[config.mk]
export PLATFORM = sky130hd
export DESIGN_NAME = serial_add_sub_seq_flat
export DESIGN_NICKNAME = d
export VERILOG_FILES = /design/src/rtl/serial_add_sub_seq_if.sv /design/src/rtl/serial_add_sub_seq.sv /design/src/flat_wrapper.sv
export SDC_FILE = /design/constraint.sdc
export NUM_CORES = 1
export LEC_CHECK = 0
export CAP_MARGIN = 20
export CORE_UTILIZATION = 52
export DETAILED_ROUTE_END_ITERATION = 6
export PLACE_DENSITY = 0.8
export SLEW_MARGIN = 20
export SYNTH_ARGS = -nofsm -noshare
export SYNTH_HDL_FRONTEND = slang
export SYNTH_SLANG_ARGS = --single-unit
export TNS_END_PERCENT = 100
[constraint.sdc]
create_clock -name clk -period 2.5 [get_ports clk]
set_clock_uncertainty 0.2 [all_clocks]
set_input_delay 0.25 -clock clk [delete_from_list [all_inputs] [get_ports clk]]
set_output_delay 0.25 -clock clk [all_outputs]
set_load 0.02 [all_outputs]
[src/rtl/serial_add_sub_seq_if.sv]
// Start/done handshake, operand and result bundle for the bit-serial add/subtract sequencer.
interface serial_add_sub_seq_if #(parameter int WIDTH = 64);
    logic             start;
    logic             sub;
    logic [WIDTH-1:0] a;
    logic [WIDTH-1:0] b;
    logic             busy;
    logic             done;
    logic [WIDTH-1:0] result;
    logic             flag_n;
    logic             flag_z;
    logic             flag_c;
    logic             flag_v;

    modport master (
        output start, sub, a, b,
        input  busy, done, result, flag_n, flag_z, flag_c, flag_v
    );

    modport slave (
        input  start, sub, a, b,
        output busy, done, result, flag_n, flag_z, flag_c, flag_v
    );
endinterface

[src/rtl/serial_add_sub_seq.sv]
// Bit-serial add/subtract: one 1-bit slice, LSB first, WIDTH+1 cycles per operation.
// N/Z/C/V flags are built only when SERIAL_ADDSUB_FLAGS_EN is defined; otherwise they read 0.
//
//   state | meaning
//   IDLE  | waiting for start
//   RUN   | one bit pair per clock through the slice
//   DONE  | result/flags valid, done pulse; start here chains the next operation
module serial_add_sub_seq #(
    parameter int WIDTH = 64
) (
    input  logic                 clk,
    input  logic                 reset,
    serial_add_sub_seq_if.slave  bus
);
    localparam int CNT_W = $clog2(WIDTH);

    typedef enum logic [1:0] {IDLE, RUN, DONE} state_t;

    state_t           state, state_nxt;
    logic [CNT_W-1:0] cnt;
    logic [WIDTH-1:0] op_a, op_b, sum_sr, result_q;
    logic             op_sub, carry, accept, last_bit;
    logic             slice_b, slice_sum, slice_cout;

    assign last_bit   = (cnt == CNT_W'(WIDTH - 1));

    // Subtract inverts B inside the slice; the +1 comes from the carry preset at accept.
    assign slice_b    = op_b[0] ^ op_sub;
    assign slice_sum  = op_a[0] ^ slice_b ^ carry;
    assign slice_cout = (op_a[0] & slice_b) | (carry & (op_a[0] ^ slice_b));

    always_ff @(posedge clk) begin
        if (!reset) state <= IDLE;
        else        state <= state_nxt;
    end

    always_comb begin
        state_nxt = state;
        accept    = 1'b0;
        case (state)
            IDLE: if (bus.start) begin
                accept    = 1'b1;
                state_nxt = RUN;
            end
            RUN:  if (last_bit) state_nxt = DONE;
            DONE: begin
                if (bus.start) begin
                    accept    = 1'b1;
                    state_nxt = RUN;
                end else begin
                    state_nxt = IDLE;
                end
            end
            default: state_nxt = IDLE;
        endcase
    end

    always_ff @(posedge clk) begin
        if (!reset) begin
            cnt      <= '0;
            op_a     <= '0;
            op_b     <= '0;
            op_sub   <= 1'b0;
            carry    <= 1'b0;
            sum_sr   <= '0;
            result_q <= '0;
        end else if (accept) begin
            op_a   <= bus.a;
            op_b   <= bus.b;
            op_sub <= bus.sub;
            carry  <= bus.sub;
            cnt    <= '0;
        end else if (state == RUN) begin
            sum_sr <= {slice_sum, sum_sr[WIDTH-1:1]};
            op_a   <= {1'b0, op_a[WIDTH-1:1]};
            op_b   <= {1'b0, op_b[WIDTH-1:1]};
            carry  <= slice_cout;
            if (last_bit) result_q <= {slice_sum, sum_sr[WIDTH-1:1]};
            else          cnt      <= cnt + 1'b1;
        end
    end

    assign bus.busy   = (state == RUN);
    assign bus.done   = (state == DONE);
    assign bus.result = result_q;

`ifdef SERIAL_ADDSUB_FLAGS_EN
    logic any_one, cin_msb, c_q, z_q;

    always_ff @(posedge clk) begin
        if (!reset) begin
            any_one <= 1'b0;
            cin_msb <= 1'b0;
            c_q     <= 1'b0;
            z_q     <= 1'b0;
        end else if (accept) begin
            any_one <= 1'b0;
        end else if (state == RUN) begin
            any_one <= any_one | slice_sum;
            if (last_bit) begin
                cin_msb <= carry;
                c_q     <= slice_cout;
                z_q     <= ~(any_one | slice_sum);
            end
        end
    end

    assign bus.flag_n = result_q[WIDTH-1];
    assign bus.flag_z = z_q;
    assign bus.flag_c = c_q;
    assign bus.flag_v = cin_msb ^ c_q;
`else
    assign bus.flag_n = 1'b0;
    assign bus.flag_z = 1'b0;
    assign bus.flag_c = 1'b0;
    assign bus.flag_v = 1'b0;
`endif
endmodule

[src/flat_wrapper.sv]
// flat-port wrapper written by rule: the top's interface ports become plain ports
module serial_add_sub_seq_flat 
#(
    parameter int WIDTH = 64
)
  (clk, reset, bus_start, bus_sub, bus_a, bus_b, bus_busy, bus_done, bus_result, bus_flag_n, bus_flag_z, bus_flag_c, bus_flag_v);
  serial_add_sub_seq_if #(.WIDTH(WIDTH)) bus_i ();
  input  logic clk;
  input  logic reset;
  input wire logic [$bits(bus_i.start)-1:0] bus_start;
  input wire logic [$bits(bus_i.sub)-1:0] bus_sub;
  input wire logic [$bits(bus_i.a)-1:0] bus_a;
  input wire logic [$bits(bus_i.b)-1:0] bus_b;
  output wire logic [$bits(bus_i.busy)-1:0] bus_busy;
  output wire logic [$bits(bus_i.done)-1:0] bus_done;
  output wire logic [$bits(bus_i.result)-1:0] bus_result;
  output wire logic [$bits(bus_i.flag_n)-1:0] bus_flag_n;
  output wire logic [$bits(bus_i.flag_z)-1:0] bus_flag_z;
  output wire logic [$bits(bus_i.flag_c)-1:0] bus_flag_c;
  output wire logic [$bits(bus_i.flag_v)-1:0] bus_flag_v;
  assign bus_i.start = bus_start;
  assign bus_i.sub = bus_sub;
  assign bus_i.a = bus_a;
  assign bus_i.b = bus_b;
  assign bus_busy = bus_i.busy;
  assign bus_done = bus_i.done;
  assign bus_result = bus_i.result;
  assign bus_flag_n = bus_i.flag_n;
  assign bus_flag_z = bus_i.flag_z;
  assign bus_flag_c = bus_i.flag_c;
  assign bus_flag_v = bus_i.flag_v;
  serial_add_sub_seq #(.WIDTH(WIDTH)) u_core (.clk(clk), .reset(reset), .bus(bus_i));
endmodule
==> results of run 1 <==
worst min path at each step:
stage | end | slack [ns] | cells past startpoint
2_1_floorplan | u_core.op_a[63] | 0.18 | 2
3_3_place_gp | u_core.bus.result[48] | 0.24 | 2
3_5_place_dp | u_core.bus.result[30] | 0.25 | 2
4_1_cts | u_core.sum_sr[29] | 0.01 | 3
5_1_grt | u_core.sum_sr[20] | 0.05 | 3
6_report | u_core.sum_sr[36] | 0.01 | 3
layout make-up:
cell class / instances / share of cell area [%]
sequential: 265 / 39.32
multi-input combinational: 908 / 34.65
timing repair buffer: 216 / 16.69
clock buffer: 41 / 5.991
tap: 265 / 2.458
clock inverter: 6 / 0.6400
inverter: 6 / 0.2411
routing by layer:
| metal | global-route usage (%) | vias up | wire, µm |
|---|---|---|---|
| met5 | 0 | - | 0 |
| met4 | 5.319 | 0 | 482 |
| met3 | 4.570 | 34 | 1324 |
| met2 | 35.75 | 251 | 11360 |
| met1 | 32.19 | 4325 | 11450 |
| li1 | - | 4650 | - |
report_power, final:
part	leakage [nW]	total [mW]	switching, mW	internal (mW)
clock	0.438	4.03	1.61	2.42
sequential	2.16	4.54	0.110	4.43
combinational	1.92	0.968	0.541	0.427
total	4.52	9.53	2.26	7.27
worst max-delay path: cells and delay by family (launching register included):
family | cells | cell delay [ns]
buffers and inverters | 1 | 0.65
and+or+nand+nor | 1 | 0.15
DFF | 1 | 0.37
Yosys cell counts (7+ instances only):
cell | instances | share of area (%)
o22ai_1 | 26 | 1.5
a311oi_1 | 98 | 8.1
nor2_1 | 99 | 3.5
nand3_1 | 7 | 0.33
mux2i_1 | 65 | 6.2
buf_1 | 11 | 0.39
buf_2 | 38 | 1.8
a21oi_1 | 70 | 3.3
nor3_1 | 54 | 2.6
dfxtp_1 | 265 | 50
nand2_1 | 456 | 16
clkbuf_1 | 60 | 2.1
buf_4 | 7 | 0.50
metrics by stage:
step / hold WS, ns / utilization [%] / cell area [µm²] / total power [mW]
after global routing: 0.04557 / 68.42 / 13490 / 9.874
after floorplan: 0.1840 / - / 10580 / 5.207
after detailed placement: 0.2472 / 63.87 / 12590 / 5.586
after global placement: 0.2410 / 63.87 / 12590 / 5.565
after CTS: 0.01376 / 68.41 / 13490 / 9.591
final: 0.01397 / 68.42 / 13490 / 9.533
registers in the layout, summed over array words and instances (netlist names):
signal / count
u_core.bus.result: 64
u_core.carry: 1
u_core.cnt: 6
u_core.op_a: 64
u_core.op_b: 64
u_core.op_sub: 1
u_core.state: 2
u_core.sum_sr: 63
logic make-up after synthesis:
kind of cell / after synthesis
and+or+nand+nor: 629
other: 1
buffers and inverters: 128
adders and majority gates: 2
AOI/OAI and AO/OA: 207
muxes: 65
DFF: 265
xor gates and xnor gates: 1
==> impl_metrics.csv, run 1 <==
group,metric,value,unit
clocking,cts-htree-levels,1,
sta,period_share,85.42,%
drt,route.vias.total,9260,
global_route,grt.overflow.total,0,
clocking,cts_made_buffers,27,
outcome,status,"finished clean",
floorplanning,dieArea,0.02089,mm²
yosys,synth-adder-area-share,0.3079,%
worst_hold_path,min_from,"reset",
yosys,ys_seq_area_share,50.22,%
floorplanning,std_cell_rows,51,
drt,drtPass1Iterations,5,
worst_setup_path,crit_path_top_delay_cell,"clkdlybuf4s50_1",
sta,setup_violations,0,
finish,diodes,0,
worst_setup_path,r2r_start,"u_core.state[0]",
finish,finalNonFillerCells,1707,
placed_design,place_ws,0.3719,ns
clocking,ctsResizeCount,0,
yosys,ys_ff_latch,265,
yosys,avgSynthCellArea,8.139,µm²
yosys,synth_ff_type,"dfxtp_1",
yosys,synth_top_family_by_area,"simple AND/OR/NAND/NOR gates",
yosys,synth_compound_area_share,13.89,%
finish,final_common_cell,"nand2_1",
power,peakVddDrop,0.5509,mV
worst_setup_path,path_class,"flop to output pin",
sta,finalHoldViolCount,0,
finish,layout-drive-gt1-share,4.716,%
worst_setup_path,endpoint,"bus_done",
global_route,grt_pass1_vias,8226,
clocking,worst_skew_pair.late_latency,0.52,ns
drt,detail_route.vias_per_cell,5.425,
yosys,netlist_instances,1298,
finish,multi_input_area,0.004674,mm²
sta,maxSlewViolCount,0,
worst_setup_path,critPathLaunchType,"flop",
clocking,cts_tree,"done",
global_route,grt_max_degree,195,
sta,relSlewSlack,43.19,%
placed_design,place_inst,1660,
yosys,synth_xor_area_share,0.08291,%
power,power.density,706.7,mW/mm²
floorplanning,die_h,144.5,µm
drt,drt_iter0_drc,768,
worst_hold_path,worst_hold_path_type,"input port to flop",
clocking,cts-root-buf,"clkbuf_16",
power,leakage,4.522,nW
drt,drc,0,
finish,seq_area,0.005305,mm²
yosys,ys_types,34,
finish,layout_common_cells,"456 x nand2_1, 265 x dfxtp_1, 195 x clkdlybuf4s50_1",
worst_setup_path,crit_arrival,1.69,ns
yosys,async_flop_share,0,%
floorplanning,ioPinCount,202,
sta,rsz0062_at_grt,"false",
clocking,clk_pin_slew,0.06,ns
yosys,synth_edf_count,0,
worst_setup_path,cp_max_fo,3,
finish,nFillCells,1556,
sta,fin_tns_setup,0,ns
sta,finalWorstSetupSlack,0.3646,ns
drt,drt_wl_total,24610,µm
worst_setup_path,crit_path_max_incr_delay,0.65,ns
worst_setup_path,cp_cell_sequence,"nor2b_1 -> clkdlybuf4s50_1",
drt,wl_per_cell,14.42,µm
drt,ant_nets,0,
clocking,hold_buffers,0,
worst_setup_path,r2r_setup_slack,0.45,ns
worst_setup_path,cp.required,2.05,ns
placed_design,gp_congestion,0.8079,
yosys,ys_warn_count,0,
floorplanning,start_util,53.58,%
placed_design,dp_hpwl,15230,µm
yosys,synthMuxAreaShare,6.159,%
yosys,synthSimpleGateAreaFrac,23.45,%
global_route,grt_usage,22.83,%
yosys,netlist_area,0.01056,mm²
floorplanning,core_area,0.01972,mm²
clocking,postCtsSetupBuffers,0,
sta,tightestPinTransition,0.8521,ns
run,cap_violations,0,
finish,area_growth,27.70,%
global_route,antenna_found_initial,0,
worst_setup_path,crit_path_end_kind,"output pin",
global_route,grt_first_pass_wirelength,39220,µm
floorplanning,die_x,144.5,µm
finish,nets,1558,
clocking,cts_sinks,265,
sta,post-route-min-period,2.135,ns
clocking,clock_path_buffers,3,
placed_design,io_buffers,197,
worst_setup_path,crit_start,"u_core.state[1]",
worst_setup_path,ff2ff_path_depth,5,
sta,fmax,468.3,MHz
worst_setup_path,r2r_end,"u_core.op_b[62]",
Note: power is estimated with default switching activity, not from simulation.
==> run 2: changes to the inputs <==
--- a/config.mk
+++ b/config.mk
@@ -5,6 +5,7 @@
 export SDC_FILE = /design/constraint.sdc
 export NUM_CORES = 1
 export LEC_CHECK = 0
+export ABC_CLOCK_PERIOD_IN_PS = 2500
 export CAP_MARGIN = 20
 export CORE_UTILIZATION = 52
 export DETAILED_ROUTE_END_ITERATION = 6
==> results of run 2 <==
No change in the layout: final DEF, timing and power equal those of run 1.
